## src/rtl/nn_bbox_overlay.sv

```systemverilog
// rtl/nn_bbox_overlay.sv - threshold mask stream, accumulate per-frame bounding box, draw it red next frame
module nn_bbox_overlay #(
    parameter int         X_W        = 12,
    parameter int         Y_W        = 12,
    parameter int         CNT_W      = 20,
    parameter logic [7:0] THRESH     = 8'd128,
    parameter int         MIN_PIXELS = 16
) (
    input  logic             clk,
    input  logic             reset_n,
    input  logic             overlay_en,
    input  logic             vs_in,
    input  logic             hs_in,
    input  logic             de_in,
    input  logic [7:0]       r_in,
    input  logic [7:0]       g_in,
    input  logic [7:0]       b_in,
    output logic             vs_out,
    output logic             hs_out,
    output logic             de_out,
    output logic [7:0]       r_out,
    output logic [7:0]       g_out,
    output logic [7:0]       b_out,
    output logic             box_valid,
    output logic [CNT_W-1:0] hit_count
);

    localparam logic [X_W-1:0]   X_MAX   = '1;
    localparam logic [Y_W-1:0]   Y_MAX   = '1;
    localparam logic [CNT_W-1:0] CNT_MAX = '1;

    logic             vs1, hs1, de1, en1, hit1, vs_rise1;
    logic [7:0]       r1, g1, b1;
    logic [X_W-1:0]   x_cnt, x1;
    logic [Y_W-1:0]   y_cnt, y1;

    logic [X_W-1:0]   acc_min_x, acc_max_x, box_min_x, box_max_x;
    logic [Y_W-1:0]   acc_min_y, acc_max_y, box_min_y, box_max_y;
    logic [CNT_W-1:0] acc_cnt;

    logic             in_x, in_y, on_edge;

    // x_cnt/y_cnt hold the coordinate of the pixel currently on the inputs.
    always_ff @(posedge clk or negedge reset_n) begin
        if (!reset_n) begin
            vs1      <= 1'b0;
            hs1      <= 1'b0;
            de1      <= 1'b0;
            en1      <= 1'b0;
            hit1     <= 1'b0;
            vs_rise1 <= 1'b0;
            r1       <= '0;
            g1       <= '0;
            b1       <= '0;
            x1       <= '0;
            y1       <= '0;
            x_cnt    <= '0;
            y_cnt    <= '0;
        end else begin
            vs1      <= vs_in;
            hs1      <= hs_in;
            de1      <= de_in;
            en1      <= overlay_en;
            hit1     <= de_in && (r_in >= THRESH);
            vs_rise1 <= vs_in && !vs1;
            r1       <= r_in;
            g1       <= g_in;
            b1       <= b_in;
            x1       <= x_cnt;
            y1       <= y_cnt;
            if (!de_in)
                x_cnt <= '0;
            else if (x_cnt != X_MAX)
                x_cnt <= x_cnt + X_W'(1);
            // A coincident de fall loses to the frame start.
            if (vs_in && !vs1)
                y_cnt <= '0;
            else if (de1 && !de_in && y_cnt != Y_MAX)
                y_cnt <= y_cnt + Y_W'(1);
        end
    end

    // The pixel registered alongside the vs rise belongs to neither frame.
    always_ff @(posedge clk or negedge reset_n) begin
        if (!reset_n) begin
            acc_min_x <= '1;
            acc_min_y <= '1;
            acc_max_x <= '0;
            acc_max_y <= '0;
            acc_cnt   <= '0;
            box_min_x <= '0;
            box_min_y <= '0;
            box_max_x <= '0;
            box_max_y <= '0;
            box_valid <= 1'b0;
            hit_count <= '0;
        end else if (vs_rise1) begin
            box_min_x <= acc_min_x;
            box_min_y <= acc_min_y;
            box_max_x <= acc_max_x;
            box_max_y <= acc_max_y;
            box_valid <= acc_cnt >= CNT_W'(MIN_PIXELS);
            hit_count <= acc_cnt;
            acc_min_x <= '1;
            acc_min_y <= '1;
            acc_max_x <= '0;
            acc_max_y <= '0;
            acc_cnt   <= '0;
        end else if (hit1) begin
            if (x1 < acc_min_x) acc_min_x <= x1;
            if (y1 < acc_min_y) acc_min_y <= y1;
            if (x1 > acc_max_x) acc_max_x <= x1;
            if (y1 > acc_max_y) acc_max_y <= y1;
            if (acc_cnt != CNT_MAX) acc_cnt <= acc_cnt + CNT_W'(1);
        end
    end

    always_comb begin
        in_x    = (x1 >= box_min_x) && (x1 <= box_max_x);
        in_y    = (y1 >= box_min_y) && (y1 <= box_max_y);
        on_edge = box_valid && en1 && de1 &&
                  ((((x1 == box_min_x) || (x1 == box_max_x)) && in_y) ||
                   (((y1 == box_min_y) || (y1 == box_max_y)) && in_x));
    end

    always_ff @(posedge clk or negedge reset_n) begin
        if (!reset_n) begin
            vs_out <= 1'b0;
            hs_out <= 1'b0;
            de_out <= 1'b0;
            r_out  <= '0;
            g_out  <= '0;
            b_out  <= '0;
        end else begin
            vs_out <= vs1;
            hs_out <= hs1;
            de_out <= de1;
            if (on_edge) begin
                r_out <= 8'hFF;
                g_out <= 8'h00;
                b_out <= 8'h00;
            end else if (de1) begin
                r_out <= r1;
                g_out <= g1;
                b_out <= b1;
            end else begin
                r_out <= '0;
                g_out <= '0;
                b_out <= '0;
            end
        end
    end

endmodule

```

## config.mk

```make
export PLATFORM = sky130hd
export DESIGN_NAME = nn_bbox_overlay
export DESIGN_NICKNAME = d
export VERILOG_FILES = /design/src/rtl/nn_bbox_overlay.sv
export SDC_FILE = /design/constraint.sdc
export NUM_CORES = 1
export LEC_CHECK = 0
export CELL_PAD_IN_SITES_DETAIL_PLACEMENT = 0
export CELL_PAD_IN_SITES_GLOBAL_PLACEMENT = 2
export CORE_UTILIZATION = 42
export CTS_CLUSTER_SIZE = 14
export DETAILED_ROUTE_END_ITERATION = 8
export HOLD_SLACK_MARGIN = 0.08
export PLACE_DENSITY_LB_ADDON = 0.1
export SLEW_MARGIN = 25
export SYNTH_ARGS = -nofsm -noshare
export SYNTH_HDL_FRONTEND = slang
export SYNTH_SLANG_ARGS = --single-unit
```

## constraint.sdc

```tcl
create_clock -name clk -period 7.23 [get_ports clk]
set_input_delay 0.723 -clock clk [delete_from_list [all_inputs] [get_ports clk]]
set_output_delay 0.723 -clock clk [all_outputs]
set_load 0.005 [all_outputs]
```

Word-level counts from Yosys, hierarchy flattened --
Cells that the tools add are included.
Operators by class: $lt $le $gt $ge 10, equality and inequality tests 8, reductions and logical operators 28, multiplexer cells 25, add/sub/neg operators 3
Operators with widths (count):
- 12-bit two-way mux | 16
- 20-bit two-way mux | 3
- 12-bit equality test | 4
- 8-bit two-way mux | 6
- 12-bit by 1-bit adder with 12-bit output, second input constant | 2
- 12-bit greater-or-equal comparator | 2
- 12-bit greater-than comparator | 2
- 12-bit <= comparator | 2
- 12-bit < comparator | 2
- 12-bit inequality test, second input constant | 2
- 20-bit by 1-bit adder with 20-bit output, second input constant | 1
- 20-bit by 5-bit greater-or-equal comparator with 1-bit output, second input constant | 1
- 20-bit inequality test, second input constant | 1
- 2-bit nonzero test | 7
- 1-bit logical AND | 11
- 2-bit AND reduction | 5
- 8-bit greater-or-equal comparator, second input constant | 1
- 1-bit logical OR | 3
- 1-bit logical NOT | 2
- 2-bit by 1-bit inequality test with 1-bit output, second input constant | 1
Word-level totals: bits in registers 242, word-level logic and storage cells 104, input bits 30

Logic depth before layout (Yosys ltp) --
Gate-level depths: netlist of run 1.
depth after elaboration 6, depth in mapped cells 9

Worst setup path before layout of run 1 --
OpenSTA, ideal clock, no wires.
path kind reg-to-reg, start point register acc_min_x[5], end point register acc_min_x[10], data required time 7.155 ns, setup time 0.075 ns, setup slack 4.926 ns, path buffers 1, data arrival time 2.229 ns, cell stages (with the launch flop) 10, cell sequence dfstp_2 -> inv_1 -> ha_1 -> a21o_1 -> a21o_1 -> a21oi_1 -> o31ai_1 -> a2111oi_4 -> buf_6 -> mux2i_1
Between the ends: cells in the longest elaborated chain, start to end 3
RTL lines:
- from (decl) | RTL line 37 | logic [X_W-1:0] acc_min_x, acc_max_x, box_min_x, box_max_x;
- from (signal assigned) | RTL line 86 | acc_min_x <= '1;
- from (signal assigned) | RTL line 104 | acc_min_x <= '1;
- from (signal assigned) | RTL line 110 | if (x1 < acc_min_x) acc_min_x <= x1;
- 12-bit < comparator | RTL line 110
- 2-bit nonzero test (no line)
- 2-bit AND reduction (no line)
Every way passes these cells. A chain may end at the register's enable or synchronous reset.

Final worst setup path of run 1 --
start point register vs_rise1, end point register acc_max_x[0]
Between the ends: cells in the longest elaborated chain, start to end 2, elaborated cells on any way between the ends 4, those cells by class mux (1); reduce/logical (3)
RTL lines:
- from (decl) | RTL line 32 | logic vs1, hs1, de1, en1, hit1, vs_rise1;
- from (signal assigned) | RTL line 65 | vs_rise1 <= vs_in && !vs1;
- 2-bit nonzero test (no line)
- 2-bit AND reduction (no line)
- to (signal assigned) | RTL line 88 | acc_max_x <= '0;
- to (signal assigned) | RTL line 106 | acc_max_x <= '0;
- to (signal assigned) | RTL line 112 | if (x1 > acc_max_x) acc_max_x <= x1;
- to (decl) | RTL line 37
Several ways; a longest one is shown, not always the timed one.

==> results of run 1 <==
-- critical path: stages (launching register included) --
cell     delay [ns]
dfrtp_4        0.73
buf_4          0.79
buf_4          0.81
nor3_1         0.16
a22oi_1        0.22
nand3_1        0.09
-- layout by cell type (no fill, tap or decap), types with 7 or more instances in the layout --
cell,instances
nor3b_1,23
nand4_1,52
mux2_2,24
clkbuf_16,28
mux2i_1,27
xor2_1,14
nor2b_1,11
and3_1,22
clkdlybuf4s50_1,76
xnor2_1,19
o21a_1,7
nor2_1,120
dfrtp_1,217
dfstp_2,24
inv_1,100
a21o_1,22
nand3_1,50
a21oi_1,26
ha_1,98
nor3_1,15
a22oi_1,24
nand2_1,74
o21ai_0,76
-- how the worst max path moves through the flow --
stage               cells past startpoint                      from                        end  slack (ns)
floorplan                               9  acc_min_x[5]$_DFFE_PN1P_  acc_min_x[10]$_DFFE_PN1P_        4.93
global placement                        5        vs_rise1$_DFF_PN0_   acc_max_x[0]$_DFFE_PN0P_        4.25
detailed placement                      5        vs_rise1$_DFF_PN0_   acc_max_x[0]$_DFFE_PN0P_        4.21
CTS                                     5        vs_rise1$_DFF_PN0_   acc_max_x[0]$_DFFE_PN0P_        4.21
global route                            5        vs_rise1$_DFF_PN0_   acc_max_x[2]$_DFFE_PN0P_        3.95
finish                                  5        vs_rise1$_DFF_PN0_   acc_max_x[0]$_DFFE_PN0P_        4.24
-- kinds of logic (layout without fill, tap and decap cells) --
| logic type | count (synthesis) | in the layout | synth area share |
|---|---|---|---|
| and+or+nand+nor | 406 | 406 | 0.173 |
| DFF | 242 | 242 | 0.500 |
| AOI/OAI and AO/OA | 195 | 195 | 0.107 |
| buffers and inverters | 156 | 235 | 0.0514 |
| adders and majority gates | 98 | 98 | 0.101 |
| muxes | 51 | 51 | 0.0444 |
| xor gates and xnor gates | 33 | 33 | 0.0238 |
-- cell type report --
| class | count | area, um2 |
|---|---|---|
| repair buffers | 85 | 852 |
| flip-flops and latches | 242 | 6090 |
| fillers | 2575 | 13900 |
| clock inverters | 13 | 164 |
| well taps | 378 | 473 |
| inverters | 102 | 383 |
| multi-input cells | 783 | 5480 |
| clock buffers | 35 | 777 |
-- metrics by stage --
stage / util / hold slack [ns] / instance area [um2] / worst slack (ns)
floorplan: - / 0.331 / 12200 / 4.93
global placement: 0.470 / 0.338 / 13200 / 4.25
detailed placement: 0.471 / 0.338 / 13300 / 4.21
CTS: 0.505 / 0.243 / 14200 / 4.21
global route: 0.505 / 0.274 / 14200 / 3.95
finish: 0.505 / 0.174 / 14200 / 4.24
-- layer usage --
metal,vias up,routed length (um)
li1,4235,-
met1,4157,14400
met2,184,11500
met3,39,1860
met4,0,447
met5,-,0
-- state kept, by name, indices dropped and copies added, names as in the netlist, 12 cells and up --
signal and count:
acc_cnt 20, acc_max_y 12, box_min_x 12, box_max_y 12
acc_min_y 12, box_min_y 12, hit_count 20, x_cnt 12
y1 12, acc_min_x 12, y_cnt 12, box_max_x 12
x1 12, acc_max_x 12
-- power groups by stage --
stage | clock network [uW] | registers, uW | logic [uW]
after floorplan | 0 | 1550 | 373
after global placement | 0 | 1570 | 535
after global routing | 1530 | 1570 | 617
after CTS | 1480 | 1550 | 545
after detailed placement | 0 | 1580 | 542
final | 1440 | 1550 | 539
==> results.py, run 1 <==
metrics = {
    "global_route": {
        "overflow": 0,
        "use_met2": 0.290,
        "grt_pass1_wl_um": 46900,
        "antenna_found_initial": 0,
        "grt_busiest_layer": "met1",
        "met1_usage": 0.300,
        "grt_use_total": 0.201,
        "grt_pass1_vias": 8659,
        "grt_max_degree": 144,
        "met3_usage": 0.0504,
    },
    "detailed_routing": {
        "drtAntennaViolNets": 0,
        "viasPerCell": 5.26,
        "drt_wl_total_um": 28200,
        "vias": 8615,
        "drt_iter0_drc": 490,
        "drc": 0,
        "wl_per_cell_um": 17.2,
        "dr.pass1.iters": 4,
    },
    "power": {
        "power_frac_seq": 0.440,
        "power.total_uw": 3530,
        "p_leak_uw": 0.00673,
        "peakVddDrop_mv": 0.193,
        "combPwrFrac": 0.153,
        "p_per_area_nw_per_um2": 248,
        "p_int_uw": 2560,
        "p_clk_frac": 0.407,
        "netSwitchingPower_uw": 968,
        "swShare": 0.274,
    },
    "timing": {
        "totalNegativeSetupSlack_ns": 0,
        "hold_violations": 0,
        "setup_viol": 0,
        "slew_headroom": 0.370,
        "fin_worst_skew_ns": 0.0124,
        "min_period_ns": 2.99,
        "rsz0062_at_grt": "no",
        "fin_crit_sh": 0.413,
        "maxSlewViolCount": 0,
        "tightest_slew_ns": 0.944,
        "fmax_ghz": 0.335,
    },
    "setup_path": {
        "cp-end-kind": "flip-flop",
        "path_class": "reg -> reg",
        "cp_max_fo": 98,
        "rrSetupSlack_ns": 4.24,
        "reg2reg_from": "vs_rise1$_DFF_PN0_",
        "cp.required_ns": 7.65,
        "r2r_end": "acc_max_x[0]$_DFFE_PN0P_",
        "crit_arrival_ns": 3.41,
        "ff2ff_path_depth": 5,
        "crit_path_start_kind": "flip-flop",
    },
    "floorplan": {
        "core_area_um2": 28200,
        "ios": 78,
        "dieArea_um2": 29700,
        "std_cell_rows": 61,
        "fp.dieW_um": 172,
        "initial_core_util": 0.432,
        "fp.dieH_um": 172,
    },
    "yosys": {
        "avgSynthCellArea_um2": 10.3,
        "yosysSeqAreaShare": 0.500,
        "ys_top_cells_by_area": "dfrtp_1, ha_1, dfstp_2",
        "synthDistinctLibCells": 67,
        "syn_nets": 1309,
        "synth_top_area_share": 0.448,
        "synth_edf_count": 0,
        "synth_common_cells": "dfrtp_1, nor2_1, inv_1, ha_1, o21ai_0",
        "synth_ff_type": "dfrtp_1",
        "synth_cells": 1181,
        "synth_seq_cells": 242,
        "synth_largest_area_cell": "dfrtp_1",
        "async_reset_ff_frac": 1.00,
        "synth.most_common_cell": "dfrtp_1",
        "synth_area_um2": 12200,
        "yosysWarnings": 0,
    },
    "min_path": {
        "hold_class": "in -> async",
    },
    "cells_and_area": {
        "syn_to_final_growth_pct": 16.9,
        "fin_nets": 1370,
        "n_antenna_cell": 0,
        "final_cells": 1638,
        "drive_gt1_frac": 0.111,
    },
    "placed_design": {
        "gp_congestion": 0.782,
        "hpwlAfterDp_um": 18500,
        "dpl.cell_count": 1590,
        "port_buffers": 77,
    },
    "run_status": {
        "outcome": "finished, final reports clean",
    },
    "clock_network": {
        "cts.path.max_buffers": 3,
        "clk_latency_ns": 0.55,
        "postCtsSetupBuffers": 0,
        "cts_hold_buf": 0,
        "h-tree-depth": 1,
        "clk_pin_slew_ns": 0.06,
        "cts_tree": "built",
        "clock_sinks": 242,
        "cts-buffers-inserted": 28,
        "root_buffer": "clkbuf_16",
        "cts_resized": 0,
    },
    "job": {
        "max_cap_violations": 0,
    },
}
Power figures use the tool's default switching activity.
==> run 2: changes to the inputs <==
- CORE_UTILIZATION: 42 -> 35
- clock period: 7.23 -> 2.5 ns (I/O delays scaled with it)
==> run 2 against run 1 <==
  * Clock skew is 0.0079 ns higher
  * Register-to-register slack worse by 4.1 ns
  * Worst setup slack worse by 4.1 ns
  * Non-clock buffer count is 38 higher
  * Critical endpoint is now acc_min_x[4]$_DFFE_PN1P_
  * Largest power group unchanged
==> results.py, run 2 (synthesis gave the netlist of run 1 again) <==
metrics = {
    "clock_network": {
        "cts_tree": "built",
        "clock_sinks": 242,
        "clk_latency_ns": 0.55,
        "h-tree-depth": 1,
        "root_buffer": "clkbuf_16",
        "cts.path.max_buffers": 3,
        "clk_pin_slew_ns": 0.06,
        "cts-buffers-inserted": 29,
    },
    "placed_design": {
        "dp_slack_ns": -0.0437,
        "gp_congestion": 0.763,
        "port_buffers": 77,
        "dpl.cell_count": 1692,
        "hpwlAfterDp_um": 20400,
        "dpl_cell_area_um2": 13700,
    },
    "timing": {
        "tightest_slew_ns": 0.746,
        "fin_worst_skew_ns": 0.0202,
        "fmax_ghz": 0.416,
        "min_period_ns": 2.41,
        "worst_slack_ns": 0.0935,
        "slew_headroom": 0.502,
        "setup_viol": 0,
        "totalNegativeSetupSlack_ns": 0,
        "hold_violations": 0,
        "rsz0062_at_grt": "yes",
        "fin_crit_sh": 0.963,
        "maxSlewViolCount": 0,
    },
    "cells_and_area": {
        "drive_gt1_frac": 0.140,
        "layout_commonest_cell": "dfrtp_1",
        "fin_nets": 1409,
        "biggestRegsByFlops": "acc_cnt: 20 flops, hit_count: 20 flops",
        "final_cell_mix": "dfrtp_1, nor2_1, inv_1, ha_1",
        "syn_to_final_growth_pct": 20.9,
        "post-route-cell-area_um2": 14700,
        "final_cells": 1753,
    },
    "floorplan": {
        "dieArea_um2": 35500,
        "core_area_um2": 33900,
        "fp.dieH_um": 188,
        "ios": 78,
        "initial_core_util": 0.359,
        "fp.dieW_um": 188,
        "std_cell_rows": 67,
    },
    "power": {
        "p_leak_uw": 0.00694,
        "p_per_area_nw_per_um2": 693,
        "power.total_uw": 10200,
        "peakVddDrop_mv": 0.510,
    },
    "setup_path": {
        "cp.required_ns": 2.96,
        "crit_arrival_ns": 2.87,
        "reg2reg_from": "acc_min_x[5]$_DFFE_PN1P_",
        "cp-startpoint": "acc_min_x[5]$_DFFE_PN1P_",
        "cp_max_fo": 6,
        "rrSetupSlack_ns": 0.09,
        "ff2ff_path_depth": 9,
        "r2r_end": "acc_min_x[4]$_DFFE_PN1P_",
        "path_class": "reg -> reg",
        "cp-end-kind": "flip-flop",
        "crit_path_start_kind": "flip-flop",
    },
    "detailed_routing": {
        "vias": 8766,
        "dr.pass1.iters": 4,
        "wl_per_cell_um": 17.2,
        "drt_wl_total_um": 30100,
        "viasPerCell": 5.00,
        "drc": 0,
        "drtAntennaViolNets": 0,
        "drt_iter0_drc": 396,
    },
    "global_route": {
        "grt_pass1_vias": 9075,
        "antenna_found_initial": 1,
        "grt_use_total": 0.176,
        "grt_max_degree": 176,
        "grt_pass1_wl_um": 50500,
        "overflow": 0,
    },
    "min_path": {
        "whs_path_depth": 1,
        "hp-start": "g_in[2]",
        "hold_class": "in -> reg",
        "worst_hold_path.endpoint": "g1[2]$_DFF_PN0_",
    },
    "job": {
        "max_cap_violations": 0,
    },
    "run_status": {
        "outcome": "finished, final reports clean",
    },
}
run 2: worst max-delay path, stage by stage (launching register included):
cell and delay (ns):
dfstp_2 0.53, inv_1 0.06, ha_4 0.21, a21o_1 0.17
a21o_1 0.18, a21oi_2 0.19, o31ai_2 0.11, a2111oi_4 0.44
clkbuf_16 0.25, mux2i_1 0.19
run 2: power breakdown:
part	total [uW]	leakage [uW]	internal (uW)	switching [uW]
Clock	4030	0.000449	2390	1640
Combinational	1710	0.00342	715	996
Sequential	4470	0.00307	4280	187
run 2: through the flow:
stage / hold slack, ns / utilization
after floorplan: -0.0456 / -
after global placement: 0.170 / 0.403
after detailed placement: 0.166 / 0.403
after CTS: 0.105 / 0.433
after global routing: 0.106 / 0.434
final: 0.134 / 0.434
run 2: layer usage:
| layer | global-route usage | up-vias | routed length, um |
|---|---|---|---|
| met5 | 0 | - | 0 |
| met4 | 0.0409 | 0 | 514 |
| met3 | 0.0363 | 39 | 1570 |
| met2 | 0.262 | 156 | 12700 |
| met1 | 0.261 | 4244 | 15300 |
| li1 | - | 4327 | - |
run 2: timing repair:
item	CTS	global route
setup buffers	2	1
hold endpoints to repair	225	0
cloned	1	1
resized for setup	5	12
hold buffers	1	0
pin swaps	3	4
endpoints found under the setup margin	29	54
run 2: worst max-delay path by stage:
| stage | to | cells after the start |
|---|---|---|
| after detailed placement | b_out[6]$_DFF_PN0_ | 8 |
| after floorplan | acc_min_x[10]$_DFFE_PN1P_ | 9 |
| after global placement | g_out[1]$_DFF_PN0_ | 8 |
| after CTS | acc_min_x[4]$_DFFE_PN1P_ | 9 |
| final | acc_min_x[4]$_DFFE_PN1P_ | 9 |
| after global routing | b_out[4]$_DFF_PN0_ | 9 |
run 2: cell type report:
| type | instances | area (um2) |
|---|---|---|
| Timing Repair Buffer | 123 | 1230 |
| Sequential cell | 242 | 6090 |
| Clock inverter | 9 | 76.3 |
| Fill cell | 3299 | 19200 |
| Inverter | 102 | 383 |
| Antenna cell | 1 | 2.50 |
| Tap cell | 448 | 561 |
| Multi-Input combinational cell | 783 | 5530 |
| Clock buffer | 45 | 836 |
==> edit: new RTL, flow settings as in run 2 <==
Put one more register stage on the output `hit_count`, with the module's reset. The value now appears one clock later. The other outputs are not delayed to match.
--- a/src/rtl/nn_bbox_overlay.sv
+++ b/src/rtl/nn_bbox_overlay.sv
@@ -28,6 +28,8 @@
     localparam logic [X_W-1:0]   X_MAX   = '1;
     localparam logic [Y_W-1:0]   Y_MAX   = '1;
     localparam logic [CNT_W-1:0] CNT_MAX = '1;
+
+    logic [CNT_W-1:0] hit_count_s0;
 
     logic             vs1, hs1, de1, en1, hit1, vs_rise1;
     logic [7:0]       r1, g1, b1;
@@ -93,14 +95,14 @@
             box_max_x <= '0;
             box_max_y <= '0;
             box_valid <= 1'b0;
-            hit_count <= '0;
+            hit_count_s0 <= '0;
         end else if (vs_rise1) begin
             box_min_x <= acc_min_x;
             box_min_y <= acc_min_y;
             box_max_x <= acc_max_x;
             box_max_y <= acc_max_y;
             box_valid <= acc_cnt >= CNT_W'(MIN_PIXELS);
-            hit_count <= acc_cnt;
+            hit_count_s0 <= acc_cnt;
             acc_min_x <= '1;
             acc_min_y <= '1;
             acc_max_x <= '0;
@@ -151,5 +153,13 @@
         end
     end
 
+    always_ff @(posedge clk or negedge reset_n) begin
+        if (!reset_n) begin
+            hit_count <= '0;
+        end else begin
+            hit_count <= hit_count_s0;
+        end
+    end
+
 endmodule
 
Formal check against the unedited RTL: not equivalent (Yosys sat finds a counterexample within 4 cycles, from zero or initial values and one cycle with reset_n low).
==> edit against run 2 <==
- clock power rose by 17%
- sequential power rose by 7.6%
- critical path depth fell by 1
- worst setup slack got worse by 0.022 ns
- total power rose by 9.9%
- cell count rose by 1.9%
- wire length fell by 0.25%
- clock skew fell by 0.011 ns
- design area rose by 4.3%
- area after synthesis rose by 4.2%
- sequential cell count rose by 20
==> edit: results (changes against run 2) <==
| Metric | Value |
|---|---|
| Buffer share of cell area | `7.897% (was 8.375%)` |
| Worst slew margin | `61.51% (was 50.24%)` |
| Post-synthesis xor/xnor area fraction | `2.279% (was 2.375%)` |
| Distinct cells, synth | `65 (was 67)` |
| Status | `completed (unchanged)` |
| Share of layout cells above drive strength 1 | `13.80% (was 13.96%)` |
| First-pass GRT wire length | `48.56 mm (was 50.47 mm)` |
| Met2 routed wirelength | `14.01 mm (was 12.71 mm)` |
| Crit-path max cell delay | `0.46 ns (was 0.53 ns)` |
| First-pass iteration count of the detailed router | `5 (was 4)` |
| Fin nets | `1434 (was 1409)` |
| Vias in the first global route | `8667 (was 9075)` |
| Pre-CTS setup slack | `-0.06929 ns (was -0.04370 ns)` |
| PD cells | `730.1 nW/um^2 (was 693.4 nW/um^2)` |
| Mapped Nets | `1332 (was 1309)` |
| Sequential area share after synthesis | `51.94% (was 50.01%)` |
| Clock-cell share of area | `6.992% (was 6.198%)` |
| Routing usage on met1 | `23.77% (was 26.09%)` |
| Post-Route WL | `29.99 mm (was 30.07 mm)` |
| Syn Area/Cell | `10.53 um^2 (was 10.30 um^2)` |
| Mux cell area share after synthesis | `4.184% (was 4.442%)` |
| Seq pwr | `4.81 mW (was 4.47 mW)` |
| Routing usage on met2 | `26.83% (was 26.24%)` |
| Synth Area in Adders | `9.670% (was 10.08%)` |
| Top post-synthesis cells by count | `dfrtp_1, nor2_1, inv_1 (unchanged)` |
| Worst Path Max Fanout | `16 (was 6)` |
edit: path summary, 6_finish.rpt:
check	endpoint	from	slack (ns)	cells after the start
setup / recovery	g_out[4]	x1[10]	0.07	8
hold / removal	g1[7]	g_in[7]	0.13	1
setup reg to reg	g_out[4]	x1[10]	0.07	8
hold reg to reg	hs_out	hs1	0.35	0
max in group asynchronous	acc_min_x[7]	reset_n	1.42	3
min in group asynchronous	acc_max_y[6]	reset_n	0.25	2
edit: what timing repair did:
action | CTS | global route
hold buffers | 1 | 0
setup buffers | 1 | 1
cloned | 0 | 0
pin swaps | 1 | 3
gates resized for setup | 0 | 11
endpoints found under the setup margin | 16 | 48
hold endpoints to repair | 58 | 0
edit: critical path, delay by kind of cell, from the launching register on:
| kind | cells | cell delay [ns] |
|---|---|---|
| simple gates | 3 | 0.71 |
| flops | 1 | 0.46 |
| fa+ha+maj | 1 | 0.37 |
| compound gates | 3 | 0.60 |
| buf+inv | 1 | 0.17 |
